### config.mk
export PLATFORM = sky130hd
export DESIGN_NAME = store_unit
export DESIGN_NICKNAME = d
export VERILOG_FILES = /design/src/rtl/store_unit_pkg.sv /design/src/rtl/store_unit_align.sv /design/src/rtl/store_unit.sv
export SDC_FILE = /design/constraint.sdc
export NUM_CORES = 1
export LEC_CHECK = 0
export BUFFER_PORTS_ARGS = -buffer_cell sky130_fd_sc_hd__buf_2
export CORE_UTILIZATION = 40
export CTS_CLUSTER_DIAMETER = 60
export DETAILED_ROUTE_END_ITERATION = 12
export PLACE_DENSITY = 0.68
export SYNTH_ARGS = -nofsm -noshare
export SYNTH_HDL_FRONTEND = slang
export SYNTH_SLANG_ARGS = --single-unit
### constraint.sdc
create_clock -name CLK -period 3.2 [get_ports CLK]
set_clock_uncertainty 0.05 [all_clocks]
set_input_delay 0.8 -clock CLK [delete_from_list [all_inputs] [get_ports CLK]]
set_output_delay 0.8 -clock CLK [all_outputs]
set_load 0.1 [all_outputs]
### src/rtl/store_unit_pkg.sv
// Shared definitions for the store path: size encodings, FSM state
// encodings and the raw (unshifted) mask/data helpers.
package store_unit_pkg;

    localparam logic [1:0] SIZE_BYTE = 2'b00;
    localparam logic [1:0] SIZE_HALF = 2'b01;
    localparam logic [1:0] SIZE_WORD = 2'b10;

    typedef enum logic [2:0] {
        ST_IDLE   = 3'd0,
        ST_BEAT0  = 3'd1,
        ST_BEAT1  = 3'd2,
        ST_FINISH = 3'd3,
        ST_REJECT = 3'd4
    } state_t;

    // Byte enables of an unshifted store; 2'b11 behaves as a word.
    function automatic logic [3:0] raw_mask(input logic [1:0] size);
        case (size)
            SIZE_BYTE: raw_mask = 4'b0001;
            SIZE_HALF: raw_mask = 4'b0011;
            default:   raw_mask = 4'b1111;
        endcase
    endfunction

    // Register data trimmed to the store size, still in lane 0.
    function automatic logic [31:0] raw_data(input logic [1:0] size, input logic [31:0] data);
        case (size)
            SIZE_BYTE: raw_data = {24'b0, data[7:0]};
            SIZE_HALF: raw_data = {16'b0, data[15:0]};
            default:   raw_data = data;
        endcase
    endfunction

endpackage

### src/rtl/store_unit_align.sv
// Combinational lane aligner: places the sized store data and its byte
// enables into an 8-lane (two-word) window starting at the byte offset,
// and flags stores that break natural alignment.
module store_align
    import store_unit_pkg::*;
(
    input  logic [1:0]  size,
    input  logic [1:0]  offset,
    input  logic [31:0] data,
    output logic [63:0] data_shifted,
    output logic [7:0]  mask_shifted,
    output logic        misaligned
);

    logic [31:0] raw_d;
    logic [3:0]  raw_m;

    assign raw_d = raw_data(size, data);
    assign raw_m = raw_mask(size);

    // Lane gi of the window takes source byte (gi - offset); the 3-bit
    // difference has bit 2 set exactly when that source byte does not exist.
    for (genvar gi = 0; gi < 8; gi++) begin : g_lane
        logic [2:0] src;
        logic       hit;
        assign src = 3'(gi) - {1'b0, offset};
        assign hit = ~src[2];
        assign data_shifted[8*gi +: 8] = hit ? raw_d[{src[1:0], 3'b000} +: 8] : 8'h00;
        assign mask_shifted[gi]        = hit & raw_m[src[1:0]];
    end

    // Natural alignment: halves on even offsets, words on offset 0.
    always_comb begin
        case (size)
            SIZE_BYTE: misaligned = 1'b0;
            SIZE_HALF: misaligned = offset[0];
            default:   misaligned = |offset;
        endcase
    end

endmodule

### src/rtl/store_unit.sv
// Store unit: accepts one store at a time, aligns it into byte lanes and
// drives the data-memory write port, holding each beat until acknowledged.
// Build option: define STORE_SPLIT_EN to allow misaligned stores, which are
// split into two beats; otherwise misaligned stores are rejected with a
// one-cycle MISALIGNED pulse.
module store_unit
    import store_unit_pkg::*;
#(
    parameter int ADDR_WIDTH = 32
) (
    input  logic                  CLK,
    input  logic                  RESET,
    input  logic                  STORE_REQ,
    input  logic [1:0]            STORE_SIZE,
    input  logic [ADDR_WIDTH-1:0] ADDRESS,
    input  logic [31:0]           DATA_IN,
    output logic                  BUSY,
    output logic                  DONE,
    output logic                  MISALIGNED,
    output logic                  WR_REQ,
    output logic [ADDR_WIDTH-1:0] WR_ADDR,
    output logic [31:0]           WR_DATA,
    output logic [3:0]            WR_STROBE,
    input  logic                  WR_ACK
);

    state_t state_reg;
    state_t state_next;

    logic [63:0] align_data;
    logic [7:0]  align_mask;
    logic        align_misaligned;
    logic        accept;

    logic [ADDR_WIDTH-1:0] base_reg;

`ifdef STORE_SPLIT_EN
    // Both words of the window are kept; the upper one feeds beat 1.
    logic [63:0] data_reg;
    logic [7:0]  mask_reg;
    logic        unused_align;
    assign unused_align = align_misaligned;
`else
    // Aligned stores never reach the upper word, so only beat 0 is kept.
    logic [31:0] data_reg;
    logic [3:0]  mask_reg;
    logic        unused_align;
    assign unused_align = ^{align_data[63:32], align_mask[7:4]};
`endif

    assign accept = (state_reg == ST_IDLE) && STORE_REQ;

    store_align u_align (
        .size         (STORE_SIZE),
        .offset       (ADDRESS[1:0]),
        .data         (DATA_IN),
        .data_shifted (align_data),
        .mask_shifted (align_mask),
        .misaligned   (align_misaligned)
    );

    // State register.
    always_ff @(posedge CLK) begin
        if (RESET) begin
            state_reg <= ST_IDLE;
        end else begin
            state_reg <= state_next;
        end
    end

    // Capture the aligned request at acceptance so the bus fields stay stable.
    always_ff @(posedge CLK) begin
        if (RESET) begin
            base_reg <= '0;
            data_reg <= '0;
            mask_reg <= '0;
        end else if (accept) begin
            base_reg <= {ADDRESS[ADDR_WIDTH-1:2], 2'b00};
`ifdef STORE_SPLIT_EN
            data_reg <= align_data;
            mask_reg <= align_mask;
`else
            data_reg <= align_data[31:0];
            mask_reg <= align_mask[3:0];
`endif
        end
    end

    // Next-state logic.
    always_comb begin
        state_next = state_reg;
        case (state_reg)
            ST_IDLE: begin
                if (STORE_REQ) begin
`ifdef STORE_SPLIT_EN
                    state_next = ST_BEAT0;
`else
                    state_next = align_misaligned ? ST_REJECT : ST_BEAT0;
`endif
                end
            end
            ST_BEAT0: begin
                if (WR_ACK) begin
`ifdef STORE_SPLIT_EN
                    state_next = (|mask_reg[7:4]) ? ST_BEAT1 : ST_FINISH;
`else
                    state_next = ST_FINISH;
`endif
                end
            end
`ifdef STORE_SPLIT_EN
            ST_BEAT1: begin
                if (WR_ACK) begin
                    state_next = ST_FINISH;
                end
            end
`else
            ST_REJECT: begin
                state_next = ST_IDLE;
            end
`endif
            ST_FINISH: begin
                state_next = ST_IDLE;
            end
            default: begin
                state_next = ST_IDLE;
            end
        endcase
    end

    // Output decode: everything is a function of the registered state only.
    always_comb begin
        BUSY       = (state_reg != ST_IDLE);
        DONE       = 1'b0;
        MISALIGNED = 1'b0;
        WR_REQ     = 1'b0;
        WR_ADDR    = '0;
        WR_DATA    = '0;
        WR_STROBE  = '0;
        case (state_reg)
            ST_BEAT0: begin
                WR_REQ    = 1'b1;
                WR_ADDR   = base_reg;
                WR_DATA   = data_reg[31:0];
                WR_STROBE = mask_reg[3:0];
            end
`ifdef STORE_SPLIT_EN
            ST_BEAT1: begin
                WR_REQ    = 1'b1;
                WR_ADDR   = base_reg + ADDR_WIDTH'(4);
                WR_DATA   = data_reg[63:32];
                WR_STROBE = mask_reg[7:4];
            end
`else
            ST_REJECT: begin
                MISALIGNED = 1'b1;
            end
`endif
            ST_FINISH: begin
                DONE = 1'b1;
            end
            default: begin
                DONE = 1'b0;
            end
        endcase
    end

endmodule

## After elaboration in Yosys (flattened, before gate mapping)

Cells that the tools add are included.

| storage, ports and cells | value |
|---|---|
| register bits | 69 |
| output and inout bits | 72 |
| input port bits | 70 |

| operators by class | value |
|---|---|
| eq/ne operators | 6 |
| bitwise gates (word level) | 8 |
| reductions and logical operators | 6 |
| mux-type cells | 25 |
| shift operators | 4 |
| add/sub/neg operators | 4 |
| order comparisons | 4 |

Operator list:

| kind | number |
|---|---|
| 32-bit by 6-bit variable part select with 8-bit output | 4 |
| 32-bit two-way mux | 2 |
| 32-bit case mux with 2 select lines | 1 |
| 8-bit two-way mux | 4 |
| 2-bit by 3-bit less-than comparator with 1-bit output (second input constant) | 4 |
| 3-bit two-way mux | 3 |
| 1-bit binary-select mux with 2-bit select | 4 |
| 4-bit case mux with 2 select lines | 1 |
| 1-bit two-way mux | 7 |
| 3-bit case mux with 2 select lines | 1 |
| 1-bit by 2-bit subtractor with 3-bit output (first input constant) | 2 |
| 2-bit by 2-bit subtractor with 3-bit output (first input constant) | 2 |
| 1-bit bitwise AND | 4 |
| 4-bit two-way mux | 1 |
| 2-bit inequality test (second input constant) | 2 |
| 1-bit inverter | 4 |
| 3-bit by 1-bit == test with 1-bit output (second input constant) | 1 |
| 3-bit by 2-bit == test with 1-bit output (second input constant) | 1 |
| 3-bit == test (second input constant) | 1 |
| 3-bit zero test | 1 |
| 3-bit nonzero test | 1 |
| 2-bit by 1-bit == test with 1-bit output (second input constant) | 1 |
| 2-bit zero test | 1 |
| 1-bit case mux with 2 select lines | 1 |
| other kinds (3) | 3 |

## Longest topological paths before layout

| logic depth | value |
|---|---|
| word-level depth | 5 |
| depth in mapped cells | 8 |

## Hierarchy

From an unflattened synthesis, not the netlist that was laid out.

| second synthesis, totals | value |
|---|---|
| cells, all modules | 550 |
| area, all modules | 4790.8 µm² |

By module, submodules not included:

| module | cells an instance | instances | area each (µm²) | seq. area each (µm²) |
|---|---|---|---|---|
| store_unit | 376 | 1 | 3547.2 | 1381.3 |
| store_align | 174 | 1 | 1243.7 | 0.0 |

## Worst setup path before layout

OpenSTA, ideal clock, no wires.

| timing | value |
|---|---|
| path type | register -> output |
| start point | register state_reg[0] |
| end point | output WR_ADDR[22] |
| cell stages (with the launch flop) | 4 |
| arrival time | 2.653 ns |
| buffers on the path | 1 |
| data required time | 2.350 ns |
| setup slack | -0.303 ns |
| cells stage by stage | dfxtp_1 nor3b_1 clkbuf_1 and2_1 |

| on the way | value |
|---|---|
| longest elaborated chain between the ends | 2 |

Ends and longest elaborated chain:

| what | RTL line | RTL |
|---|---|---|
| from (decl) | store_unit.sv:27 | `state_t state_reg;` |
| from (signal assigned) | store_unit.sv:67 | `state_reg <= state_next;` |
| 3-bit by 1-bit == test with 1-bit output | store_unit.sv:140 | `case (state_reg)` |
| 32-bit two-way mux | store_unit.sv:140 |  |
| to (decl) | store_unit.sv:21 | `output logic [ADDR_WIDTH-1:0] WR_ADDR,` |

No other way between the ends.

## Worst setup path in the final report

| timing | value |
|---|---|
| start point | register state_reg[0] |
| end point | output WR_ADDR[4] |

Same word-level chain as after synthesis.

==> impl_metrics.yaml <==
detailed_routing:
  drt-total-wl_um: 10050
  firstDrtPassIters: 4
  post_drt_wl_per_cell_um: 14.40
  route.vias.total: 3624
  drc: 0
  vias_per_cell: 5.192
  drtAntennaViolNets: 0
  dr.first_iter.drc_count: 87
timing:
  hold_ws_ns: 0.4023
  fin_tns_setup_ns: 0
  worstMarginPinSlew_ns: 0.6315
  slew_violations: 0
  fin_ws_ns: 0.3260
  rsz0062_at_grt: "no"
  period_needed_ns: 2.874
  max_freq_mhz: 347.9
  hold_viol_final: 0
  finalSetupViolCount: 0
  final.period_utilization_pct: 89.81
  max_slew_margin_pct: 57.67
critical_path:
  slowest_delay_ns: 0.48
  required_ns: 2.35
  crit_arrival_ns: 2.02
  crit_type: "reg2out"
  crit_chain: "nor3b_2 > buf_4 > and2_1 > buf_2"
  slowest_stage: "dfxtp_1"
  cp_max_fo: 39
  endpoint_kind: "primary output"
  reg2reg_slack_ns: 0.97
  startpoint_type: "flop"
die:
  core_sq_um: 8678
  start_util_pct: 40.92
  row_count: 34
  die_area_sq_um: 9258
  die_w_um: 96.22
  ios: 142
  fp.dieH_um: 96.22
cells_and_area:
  multi_input_area_sq_um: 2021
  final_common_cell: "buf_2"
  drive_gt1_share_pct: 31.86
  largest_reg_flops: 32
  seq_area_sq_um: 1381
  n_antenna_cell: 0
  fillers: 783
  nets: 658
  area_growth_pct: 43.16
  final_cell_mix: "buf_2, nand2_1, dfxtp_1"
yosys:
  synth_top_cell_by_area: "dfxtp_1"
  synth_area_leaders: "dfxtp_1, and2_1, nand2_1"
  ys_ff_latch: 69
  synth_edf_count: 0
  async_flop_share_pct: 0
  syn_area_sq_um: 3551
  synth_cell_type_count: 35
  synthFlopType: "dfxtp_1"
  seq_area_frac_synth_pct: 38.90
  postSynthCellCount: 463
  yosysWarnings: 0
  yosys.area.top_type_share_pct: 38.90
  syn_area_per_cell_sq_um: 7.669
power_and_ir_drop:
  max-vdd-ir-drop_v: 0.0001887
  p_per_area_nw_per_um2: 452.1
  leakage_nw: 2.268
global_route:
  grt_pass1_wl_um: 15680
  gr-usage-all-layers_pct: 22.26
  grt_max_degree: 51
  antenna_found_initial: 0
  grt_pass1_vias: 3354
  grt_overflow: 0
place:
  place_ws_ns: 0.5947
  dp_hpwl_um: 7211
  place_congestion: 0.8779
  portBuffers: 139
job:
  maxCapViolations: 0
clock_tree:
  clock-root-buffer: "clkbuf_8"
  cts_tree: "yes"
  clock_path_buffers: 2
  cts.clk_slew.worst_paths_ns: 0.08
  clkLatencyLatePin_ns: 0.34
  cts-resized-gates: 0
  htreeDepth: 3
  cts_sinks: 69
  numCtsBuffers: 9
  cts_setup_buffers: 0
  cts.hold.buffers_added: 0
hold_path:
  hold_path.class: "reg2reg"
outcome:
  status: "complete, no violations"
[metal layers]
| layer | global-route usage (%) | share of wire, % |
|---|---|---|
| met3 | 4.660 | 7.5 |
| met4 | 10.45 | 2.3 |
| met2 | 39.36 | 48 |
| met1 | 25.41 | 43 |
| met5 | 0 | 0 |
[logic make-up after synthesis]
kind of cell	after synthesis	share of synthesized area (%)
and+or+nand+nor	221	31.61
AOI/OAI and AO/OA	111	18.71
DFF	69	38.90
buffers and inverters	42	4.827
muxes	16	4.792
adders and majority gates	3	1.057
other	1	0.1056
[cells in the mapped netlist (all sizes together), types with 3 or more instances]
master and number:
a21oi 50, a22o 8, a22oi 8, a31oi 9, a32o 8, and2 66
buf 8, clkbuf 31, dfxtp 69, ha 3, inv 3, mux2 8
mux2i 8, nand2 96, nand3b 8, nor2 21, nor3 12, nor3b 3
o21ai 26, or2 8
[through the flow]
| step | instances | cell area (sq um) | power, mW | utilization, % |
|---|---|---|---|---|
| final | 698 | 5084 | 2.298 | 58.58 |
| after global routing | 698 | 5084 | 2.411 | 58.58 |
| after CTS | 698 | 5084 | 2.320 | 58.58 |
| after detailed placement | 682 | 4860 | 1.527 | 56.00 |
| after global placement | 682 | 4860 | 1.512 | 56.00 |
| after floorplan | 464 | 3561 | 1.357 | - |
[worst max-delay path, delay by kind of cell, from the launching register on]
family | cells | cell delay (ns)
buffers and inverters | 2 | 0.76
and+or+nand+nor | 2 | 0.44
DFF | 1 | 0.48
[path summary, 6_finish.rpt]
path	from	end	cells after the start
worst min register to register	base_reg[12]	base_reg[12]	2
worst min-delay path	base_reg[12]	base_reg[12]	2
worst max register to register	state_reg[2]	data_reg[18]	3
worst max-delay path	state_reg[0]	WR_ADDR[4]	4
[report_power, final]
part / total [mW] / internal [mW] / switching, mW
logic: 0.562 / 0.180 / 0.382
clock network: 0.792 / 0.458 / 0.334
registers: 0.944 / 0.916 / 0.0283
total: 2.30 / 1.55 / 0.744
[final cells by class]
| type | count | share of cell area (%) |
|---|---|---|
| Sequential cell | 69 | 27.17 |
| Inverter | 3 | 0.2215 |
| Tap cell | 108 | 2.658 |
| Clock buffer | 10 | 2.707 |
| Timing Repair Buffer | 149 | 25.79 |
| Clock inverter | 6 | 1.698 |
| Multi-Input combinational cell | 353 | 39.75 |
(Power assumes the default switching activity.)
